**config.mk**
```make
export PLATFORM = sky130hd
export DESIGN_NAME = regfile_csr
export DESIGN_NICKNAME = d
export VERILOG_FILES = /design/src/rtl/regfile_csr_pkg.sv /design/src/rtl/csr_counter64.sv /design/src/rtl/regfile_csr.sv
export SDC_FILE = /design/constraint.sdc
export NUM_CORES = 2
export LEC_CHECK = 0
export BUFFER_PORTS_ARGS = -buffer_cell sky130_fd_sc_hd__buf_2
export CORE_AREA = 2 2 355 357
export DETAILED_ROUTE_END_ITERATION = 6
export DIE_AREA = 0 0 357 359
export GPL_TIMING_DRIVEN = 0
export PLACE_DENSITY_LB_ADDON = 0.15
export SLEW_MARGIN = 20
export SYNTH_ARGS = -nofsm -noshare
export SYNTH_HDL_FRONTEND = slang
export SYNTH_HIERARCHICAL = 1
export SYNTH_SLANG_ARGS = --single-unit
```
**constraint.sdc**
```tcl
create_clock -name clk_in -period 7.4 [get_ports clk_in]
set_clock_uncertainty 0.2 [all_clocks]
set_input_delay 1.48 -clock clk_in [delete_from_list [all_inputs] [get_ports clk_in]]
set_output_delay 1.48 -clock clk_in [all_outputs]
set_load 0.01 [all_outputs]
```
**src/rtl/regfile_csr_pkg.sv**
```systemverilog
// Shared widths, CSR address map and write-bus payloads for the RV32I
// architectural state block.
package regfile_csr_pkg;

  localparam int unsigned REG_BUS_W      = 32;
  localparam int unsigned REG_ADDR_BUS_W = 5;
  localparam int unsigned CSR_ADDR_BUS_W = 12;
  localparam int unsigned NUM_GPR        = 32;
  localparam int unsigned CNT_W          = 64;
  localparam int unsigned CNT_HALF_W     = 32;

  typedef logic [REG_BUS_W-1:0]      reg_bus_t;
  typedef logic [REG_ADDR_BUS_W-1:0] reg_addr_bus_t;
  typedef logic [CSR_ADDR_BUS_W-1:0] csr_addr_bus_t;

  localparam csr_addr_bus_t csr_mstatus   = 12'h300;
  localparam csr_addr_bus_t csr_misa      = 12'h301;
  localparam csr_addr_bus_t csr_mie       = 12'h304;
  localparam csr_addr_bus_t csr_mtvec     = 12'h305;
  localparam csr_addr_bus_t csr_mscratch  = 12'h340;
  localparam csr_addr_bus_t csr_mepc      = 12'h341;
  localparam csr_addr_bus_t csr_mcause    = 12'h342;
  localparam csr_addr_bus_t csr_mtval     = 12'h343;
  localparam csr_addr_bus_t csr_mhartid   = 12'hF14;
  localparam csr_addr_bus_t csr_mcycle    = 12'hB00;
  localparam csr_addr_bus_t csr_mcycleh   = 12'hB80;
  localparam csr_addr_bus_t csr_minstret  = 12'hB02;
  localparam csr_addr_bus_t csr_minstreth = 12'hB82;
  localparam csr_addr_bus_t csr_cycle     = 12'hC00;
  localparam csr_addr_bus_t csr_cycleh    = 12'hC80;
  localparam csr_addr_bus_t csr_instret   = 12'hC02;
  localparam csr_addr_bus_t csr_instreth  = 12'hC82;

  typedef struct packed {
    logic          en;
    reg_addr_bus_t addr;
    reg_bus_t      data;
  } gpr_wr_t;

  typedef struct packed {
    logic          en;
    csr_addr_bus_t addr;
    reg_bus_t      data;
  } csr_wr_t;

  // CSRs that accept writes; only these may be bypassed to the read port.
  function automatic logic csr_writable(input csr_addr_bus_t addr);
    case (addr)
      csr_mstatus, csr_mie, csr_mtvec, csr_mscratch, csr_mepc, csr_mcause,
      csr_mtval, csr_mcycle, csr_mcycleh, csr_minstret, csr_minstreth:
        return 1'b1;
      default:
        return 1'b0;
    endcase
  endfunction

endpackage

```
**src/rtl/csr_counter64.sv**
```systemverilog
// 64-bit event counter with a half-word write port; a write to either half
// wins over the increment in that cycle.
module csr_counter64
  import regfile_csr_pkg::*;
(
  input  logic                  clk_i,
  input  logic                  rst_ni,
  input  logic                  en_i,
  input  logic                  inc_i,
  input  logic                  wr_lo_i,
  input  logic                  wr_hi_i,
  input  logic [CNT_HALF_W-1:0] wdata_i,
  output logic [CNT_W-1:0]      count_o
);

  logic [CNT_W-1:0] cnt_q, cnt_d;

  always_comb begin
    cnt_d = cnt_q;
    if (wr_lo_i) begin
      cnt_d[CNT_HALF_W-1:0] = wdata_i;
    end else if (wr_hi_i) begin
      cnt_d[CNT_W-1:CNT_HALF_W] = wdata_i;
    end else if (inc_i) begin
      cnt_d = cnt_q + CNT_W'(1);
    end
  end

  always_ff @(posedge clk_i or negedge rst_ni) begin
    if (!rst_ni) begin
      cnt_q <= '0;
    end else if (en_i) begin
      cnt_q <= cnt_d;
    end
  end

  assign count_o = cnt_q;

endmodule

```
**src/rtl/regfile_csr.sv**
```systemverilog
// RV32I GPR file and machine-mode CSR file with combinational read ports
// and same-cycle write-to-read bypass.
module regfile_csr
  import regfile_csr_pkg::*;
#(
  parameter logic [31:0] RESET_MTVEC = 32'h0,
  parameter logic [31:0] MISA_VALUE  = 32'h4000_0100,
  parameter logic [31:0] HART_ID     = 32'h0
) (
  input  logic                      clk_in,
  input  logic                      rst_in,
  input  logic                      rdy_in,
  input  logic                      read1_enable,
  input  logic [REG_ADDR_BUS_W-1:0] read1_address,
  output logic [REG_BUS_W-1:0]      read1_data,
  input  logic                      read2_enable,
  input  logic [REG_ADDR_BUS_W-1:0] read2_address,
  output logic [REG_BUS_W-1:0]      read2_data,
  input  logic                      csr_read1_enable,
  input  logic [CSR_ADDR_BUS_W-1:0] csr_read1_address,
  output logic [REG_BUS_W-1:0]      csr_read1_data,
  input  logic                      write_enable,
  input  logic [REG_ADDR_BUS_W-1:0] write_address,
  input  logic [REG_BUS_W-1:0]      write_data,
  input  logic                      csr_write_enable,
  input  logic [CSR_ADDR_BUS_W-1:0] csr_write_address,
  input  logic [REG_BUS_W-1:0]      csr_write_data,
  input  logic                      inst_retire_in
);

  gpr_wr_t  gpr_wr;
  csr_wr_t  csr_wr;
  reg_bus_t csr_wdata_c;
  reg_bus_t csr_stored_c;

  reg_bus_t gpr_q [1:NUM_GPR-1];
  reg_bus_t mstatus_q, mie_q, mtvec_q, mscratch_q, mepc_q, mcause_q, mtval_q;
  reg_bus_t mstatus_d, mie_d, mtvec_d, mscratch_d, mepc_d, mcause_d, mtval_d;
  logic [CNT_W-1:0] mcycle, minstret;

  // Writes only take effect when the pipeline is ready.
  assign gpr_wr = '{en: write_enable & rdy_in, addr: write_address, data: write_data};
  assign csr_wr = '{en: csr_write_enable & rdy_in, addr: csr_write_address,
                    data: csr_write_data};

  assign csr_wdata_c = (csr_wr.addr == csr_mepc) ? {csr_wr.data[REG_BUS_W-1:2], 2'b00}
                                                 : csr_wr.data;

  always_ff @(posedge clk_in or negedge rst_in) begin
    if (!rst_in) begin
      for (int i = 1; i < NUM_GPR; i++) gpr_q[i] <= '0;
    end else if (gpr_wr.en && gpr_wr.addr != '0) begin
      gpr_q[gpr_wr.addr] <= gpr_wr.data;
    end
  end

  always_comb begin
    read1_data = '0;
    if (rst_in && read1_enable && read1_address != '0) begin
      if (gpr_wr.en && gpr_wr.addr == read1_address) read1_data = gpr_wr.data;
      else                                           read1_data = gpr_q[read1_address];
    end
  end

  always_comb begin
    read2_data = '0;
    if (rst_in && read2_enable && read2_address != '0) begin
      if (gpr_wr.en && gpr_wr.addr == read2_address) read2_data = gpr_wr.data;
      else                                           read2_data = gpr_q[read2_address];
    end
  end

  always_comb begin
    mstatus_d  = mstatus_q;
    mie_d      = mie_q;
    mtvec_d    = mtvec_q;
    mscratch_d = mscratch_q;
    mepc_d     = mepc_q;
    mcause_d   = mcause_q;
    mtval_d    = mtval_q;
    if (csr_wr.en) begin
      case (csr_wr.addr)
        csr_mstatus:  mstatus_d  = csr_wdata_c;
        csr_mie:      mie_d      = csr_wdata_c;
        csr_mtvec:    mtvec_d    = csr_wdata_c;
        csr_mscratch: mscratch_d = csr_wdata_c;
        csr_mepc:     mepc_d     = csr_wdata_c;
        csr_mcause:   mcause_d   = csr_wdata_c;
        csr_mtval:    mtval_d    = csr_wdata_c;
        default: ;
      endcase
    end
  end

  always_ff @(posedge clk_in or negedge rst_in) begin
    if (!rst_in) begin
      mstatus_q  <= '0;
      mie_q      <= '0;
      mtvec_q    <= RESET_MTVEC;
      mscratch_q <= '0;
      mepc_q     <= '0;
      mcause_q   <= '0;
      mtval_q    <= '0;
    end else begin
      mstatus_q  <= mstatus_d;
      mie_q      <= mie_d;
      mtvec_q    <= mtvec_d;
      mscratch_q <= mscratch_d;
      mepc_q     <= mepc_d;
      mcause_q   <= mcause_d;
      mtval_q    <= mtval_d;
    end
  end

  csr_counter64 u_mcycle (
    .clk_i   (clk_in),
    .rst_ni  (rst_in),
    .en_i    (rdy_in),
    .inc_i   (1'b1),
    .wr_lo_i (csr_wr.en && csr_wr.addr == csr_mcycle),
    .wr_hi_i (csr_wr.en && csr_wr.addr == csr_mcycleh),
    .wdata_i (csr_wr.data),
    .count_o (mcycle)
  );

  csr_counter64 u_minstret (
    .clk_i   (clk_in),
    .rst_ni  (rst_in),
    .en_i    (rdy_in),
    .inc_i   (inst_retire_in),
    .wr_lo_i (csr_wr.en && csr_wr.addr == csr_minstret),
    .wr_hi_i (csr_wr.en && csr_wr.addr == csr_minstreth),
    .wdata_i (csr_wr.data),
    .count_o (minstret)
  );

  // Counter aliases read the registered value; no lookahead of this cycle's tick.
  always_comb begin
    case (csr_read1_address)
      csr_mstatus:                csr_stored_c = mstatus_q;
      csr_misa:                   csr_stored_c = MISA_VALUE;
      csr_mie:                    csr_stored_c = mie_q;
      csr_mtvec:                  csr_stored_c = mtvec_q;
      csr_mscratch:               csr_stored_c = mscratch_q;
      csr_mepc:                   csr_stored_c = mepc_q;
      csr_mcause:                 csr_stored_c = mcause_q;
      csr_mtval:                  csr_stored_c = mtval_q;
      csr_mhartid:                csr_stored_c = HART_ID;
      csr_mcycle,   csr_cycle:    csr_stored_c = mcycle[CNT_HALF_W-1:0];
      csr_mcycleh,  csr_cycleh:   csr_stored_c = mcycle[CNT_W-1:CNT_HALF_W];
      csr_minstret, csr_instret:  csr_stored_c = minstret[CNT_HALF_W-1:0];
      csr_minstreth, csr_instreth: csr_stored_c = minstret[CNT_W-1:CNT_HALF_W];
      default:                    csr_stored_c = '0;
    endcase
  end

  always_comb begin
    csr_read1_data = '0;
    if (rst_in && csr_read1_enable) begin
      if (csr_wr.en && csr_wr.addr == csr_read1_address && csr_writable(csr_read1_address))
        csr_read1_data = csr_wdata_c;
      else
        csr_read1_data = csr_stored_c;
    end
  end

endmodule

```
Word-level counts from Yosys, hierarchy flattened
Index checks and enable logic that the tools add are counted.
{"block": "word_totals", "reg_bits": 1344, "latchBits": 0, "ram_bits": 0, "mem_bits_ro": 0, "out_inout_bits": 96, "elab_cells": 149, "mem_count": 0}
{"block": "op_classes", "n_addsub": 2, "n_mul": 0, "n_div": 0, "order_cmp": 4, "eq_ne": 32, "shift": 0, "n_mux": 26, "bitwise": 7, "reduce_logical": 36}
{"operator": "992-bit bitwise mux", "n": 1}
{"operator": "32-bit 2-to-1 mux", "n": 17}
{"operator": "32-bit case mux with 12 select lines", "n": 1}
{"operator": "32-bit binary-select mux with 5-bit select", "n": 2}
{"operator": "12-bit by 10-bit == test with 1-bit output, second input constant", "n": 15}
{"operator": "32-bit demux with 5-bit select", "n": 1}
{"operator": "12-bit == test, second input constant", "n": 12}
{"operator": "64-bit by 1-bit adder with 64-bit output, second input constant", "n": 2}
{"operator": "64-bit 2-to-1 mux", "n": 1}
{"operator": "6-bit greater-or-equal comparator, second input constant", "n": 3}
{"operator": "5-bit inverter with 6-bit output", "n": 3}
{"operator": "2-bit AND reduction", "n": 9}
{"operator": "1-bit logical AND", "n": 15}
{"operator": "5-bit nonzero test", "n": 3}
{"operator": "12-bit == test", "n": 1}
{"operator": "11-bit OR reduction", "n": 1}
{"operator": "5-bit == test", "n": 2}
{"operator": "2-bit OR reduction", "n": 4}
{"operator": "6-bit by 1-bit less-than comparator with 1-bit output, second input constant", "n": 1}
{"operator": "3-bit AND reduction", "n": 2}
{"operator": "2-bit by 1-bit != test with 1-bit output, second input constant", "n": 2}
{"operator": "2-bit nonzero test", "n": 2}
{"operator": "1-bit bitwise AND", "n": 2}
{"operator": "1-bit 2-to-1 mux", "n": 2}
{"operator": "2 further kinds", "n": 3}

Depth between registers and ports, before layout
{"block": "logic_depth", "depth_word": 7, "depth_mapped": 12, "depth_no_buf": 10}

Hierarchy
Netlist, hierarchy kept.
{"mod": "regfile_csr", "n_inst": 1, "cells_per_inst": 4423, "area_per_inst_um2": 65071.2, "seq_area_each_um2": 30429.2}
{"mod": "csr_counter64", "n_inst": 2, "cells_per_inst": 582, "area_per_inst_um2": 4616.9, "seq_area_each_um2": 1601.5}

Least setup slack after synthesis
Ideal clock, no wire load.
{"block": "synth_path", "path_kind": "input to output", "from": "in read2_address[0]", "to": "out read2_data[15]", "arrival_time_ns": 3.450, "required_ns": 5.720, "slack_ns": 2.270, "cell_stages": 6, "path_buffers": 3, "path_cell_list": "buf_2 buf_6 clkbuf_1 mux4_2 a221o_1 a221o_1"}
{"block": "synth_between", "elab_chain_len": 6, "word_cells_on_any_way": 10}
{"item": "start, declared", "line": "regfile_csr.sv:17", "source": "input logic [REG_ADDR_BUS_W-1:0] read2_address,"}
{"item": "5-bit inverter with 6-bit output (not written as such)", "line": "regfile_csr.sv:69", "source": "else read2_data = gpr_q[read2_address];"}
{"item": "32-bit binary-select mux with 5-bit select", "line": "regfile_csr.sv:69"}
{"item": "32-bit 2-to-1 mux (not written as such) (2 in a row)", "line": "regfile_csr.sv:69"}
{"item": "32-bit 2-to-1 mux", "line": "regfile_csr.sv:68", "source": "if (gpr_wr.en && gpr_wr.addr == read2_address) read2_data = gpr_wr.data;"}
{"item": "32-bit 2-to-1 mux (*)", "line": "regfile_csr.sv:67", "source": "if (rst_in && read2_enable && read2_address != '0) begin"}
{"item": "end, declared", "line": "regfile_csr.sv:18", "source": "output logic [REG_BUS_W-1:0] read2_data,"}
Every way passes the cells marked *; elsewhere a longest branch is shown, timed or not. The select of a mux whose other input is x is not followed.

Final worst setup path
{"block": "layout_path", "from": "in rst_in", "to": "out read1_data[30]"}
{"block": "layout_between", "elab_chain_len": 3}
{"item": "start, declared", "line": "regfile_csr.sv:11", "source": "input logic rst_in,"}
{"item": "1-bit logical AND (2 in a row)", "line": "regfile_csr.sv:59", "source": "if (rst_in && read1_enable && read1_address != '0) begin"}
{"item": "32-bit 2-to-1 mux", "line": "regfile_csr.sv:59"}
{"item": "end, declared", "line": "regfile_csr.sv:15", "source": "output logic [REG_BUS_W-1:0] read1_data,"}
Every way passes these cells.

==> flow_summary.json <==
{
  "clock_latency_ns": 0.83,
  "portBuffers": 190,
  "grt.overflow.total": 0,
  "syn-cell-area_um2": 74310,
  "slowest_delay_ns": 0.93,
  "fin_crit_sh": 0.9815,
  "hold_viol": 0,
  "h-tree-depth": 4,
  "path_cells": "buf_12 -> buf_16 -> buf_16 -> and4_1 -> clkbuf_1 -> clkbuf_1 -> a221o_1 -> buf_2",
  "cts_hold_buf": 0,
  "first_pass_iters": 7,
  "tightestPinTransition_ns": 1.315,
  "yosys.area.top_type_share": 0.4526,
  "num_io_pins": 208,
  "grt_max_degree": 138,
  "cp.required_ns": 5.72,
  "max_slew_margin": 0.1235,
  "worstSetupStartpointType": "primary input",
  "synth_xor_xnor_area_share": 0.002475,
  "critPathCaptureType": "output port",
  "final_cells": 7718,
  "cts_buffer_depth": 3,
  "synth_edf_count": 0,
  "p_leak_nw": 36.21,
  "slowest_stage": "clkbuf_1",
  "slew_viol_final": 0,
  "antenna_found_initial": 19,
  "drtIter0Drc": 7344,
  "yosysWarnings": 6,
  "max_freq_ghz": 0.1377,
  "synth_cell_types": 87,
  "fin_tns_setup_ns": 0,
  "synth_mux_area_frac": 0.3613,
  "vias": 57110,
  "antenna_left": 0,
  "place_congestion": 1.070,
  "initial_core_util": 0.5964,
  "cp_data_arrival_time_ns": 5.58,
  "yosys-top-cells-count": "1344 x dfrtp_1, 1280 x mux2_2, 494 x mux4_2",
  "dp_cells": 7440,
  "ys_top_cells_by_area": "dfrtp_1 45%, mux2_2 19%, mux4_2 15%",
  "p_per_area_nw_per_um2": 235.4,
  "placed_cell_area_um2": 77660,
  "root_buffer": "clkbuf_16",
  "die_area_um2": 128200,
  "postSynthAreaPerCell_um2": 13.30,
  "outcome": "complete, no violations",
  "final_area_um2": 82820,
  "hold_class": "register to register",
  "crit_fanout": 133,
  "clk_pin_slew_ns": 0.06,
  "async_flop_share": 1.000,
  "die_h_um": 359,
  "grt_pass1_wl_mm": 409.7,
  "grt_pass1_vias": 57210,
  "fin_crit_ns": 7.263,
  "ys.flop_type": "dfrtp_1",
  "routed_wire_length_per_instance_um": 37.32,
  "postRouteWirelength_mm": 288.0,
  "cts_resized": 0,
  "std_cell_rows": 130,
  "ys_seq_elements": 1344,
  "synth_largest_area_cell": "dfrtp_1",
  "fp.dieW_um": 357,
  "drc": 0,
  "dpl.hpwl_mm": 201.5,
  "yosysMostFrequentCell": "dfrtp_1",
  "syn_inst": 5587,
  "grt.total_usage": 0.4513,
  "viasPerCell": 7.400,
  "clock_sinks": 1344,
  "fin_nets": 6056,
  "setup_viol": 0,
  "cts_tree": "done",
  "seq_area_frac_synth": 0.4526,
  "worstSetupPathType": "primary input to output port",
  "synth_adder_area_share": 0.0003368,
  "syn_to_final_growth_pct": 11.47,
  "synth_compound_area_frac": 0.08374,
  "yosys.area_share.simple": 0.06710,
  "vdd.ir_drop.worst_v": 0.0002506,
  "synth_top_family_by_area": "multiplexers",
  "cts_setup_buffers": 0,
  "rsz0062_at_grt": "false",
  "drive_gt1_frac": 0.4001,
  "power_w": 0.01950,
  "cts-buffers-inserted": 149,
  "core-area_um2": 124600,
  "maxCapViolations": 0
}
placed cells by master (no fill, tap or decap), drive strengths merged, types with 90 or more instances in the layout:
cell type | netlist | final
a221o | 126 | 126
mux2 | 1291 | 1291
a21oi | 105 | 105
mux2i | 118 | 118
nand3 | 143 | 143
o21ai | 147 | 147
a22oi | 116 | 116
nor3 | 90 | 90
nand2 | 153 | 153
clkbuf | 361 | 584
dfrtp | 1344 | 1344
nor2 | 137 | 137
buf | 186 | 385
mux4 | 494 | 494
worst max-delay path: cells and delay by family:
kind,cells,cell delay [ns]
compound gates,1,0.51
buf+inv,6,3.06
simple gates,1,0.29
cells by family (layout without fill, tap and decap cells):
family,after synthesis,after routing
buf+inv,574,1043
other cells,1,13
xor+xnor,21,21
compound gates,850,850
fa+ha+maj,2,2
simple gates,892,892
mux,1903,1903
flops,1344,1344
final timing paths:
check | cells past startpoint | slack [ns] | endpoint | startpoint
worst max-delay path | 8 | 0.14 | read1_data[30] | rst_in
worst min-delay path | 2 | 0.28 | mtvec_q[1] | mtvec_q[1]
worst max register to register | 7 | 3.79 | u_mcycle/count_o[62] | u_mcycle/count_o[0]
worst min register to register | 2 | 0.28 | mtvec_q[1] | mtvec_q[1]
max in group asynchronous | 4 | 4.25 | gpr_q[37] | rst_in
min in group asynchronous | 1 | 0.39 | mtvec_q[26] | rst_in
state kept, by name, indices dropped and copies added, names as in the netlist:
signal / count
mcause_q: 32
mstatus_q: 32
gpr_q: 992
mie_q: 32
mscratch_q: 32
mtval_q: 32
mtvec_q: 32
u_minstret/count_o: 64
mepc_q: 32
u_mcycle/count_o: 64
metrics by stage:
stage	hold slack (ns)	worst slack (ns)	util
after detailed placement	0.2693	0.1046	0.6233
after CTS	0.2821	0.09646	0.6640
after floorplan	0.2444	2.270	-
after global routing	0.3122	0.03024	0.6646
final	0.2798	0.1372	0.6648
after global placement	0.2572	-25.58	0.6206
layer usage:
layer  GRT usage  part of all wire  vias to the layer above
met5    0.003019           0.00049                        -
met4      0.3773              0.10                       18
met3      0.1262              0.10                     1123
met2      0.6596              0.44                     3792
met1      0.5573              0.35                    29570
li1            -                 -                    22610
cell type report:
type / instances / area, µm²
inverter: 27 / 101.3
timing repair buffer: 202 / 1264
tap: 1650 / 2064
fill: 9354 / 41770
clock buffer: 221 / 4390
clock inverter: 46 / 680.7
multi-input combinational: 3671 / 38320
buffer: 547 / 2346
antenna: 10 / 25.02
sequential: 1344 / 33630
power breakdown:
part           switching, W  internal [W]
logic               0.00148       0.00151
registers          0.000604       0.00810
clock network       0.00326       0.00455
total               0.00534        0.0142
Power figures use the tool's default switching activity.
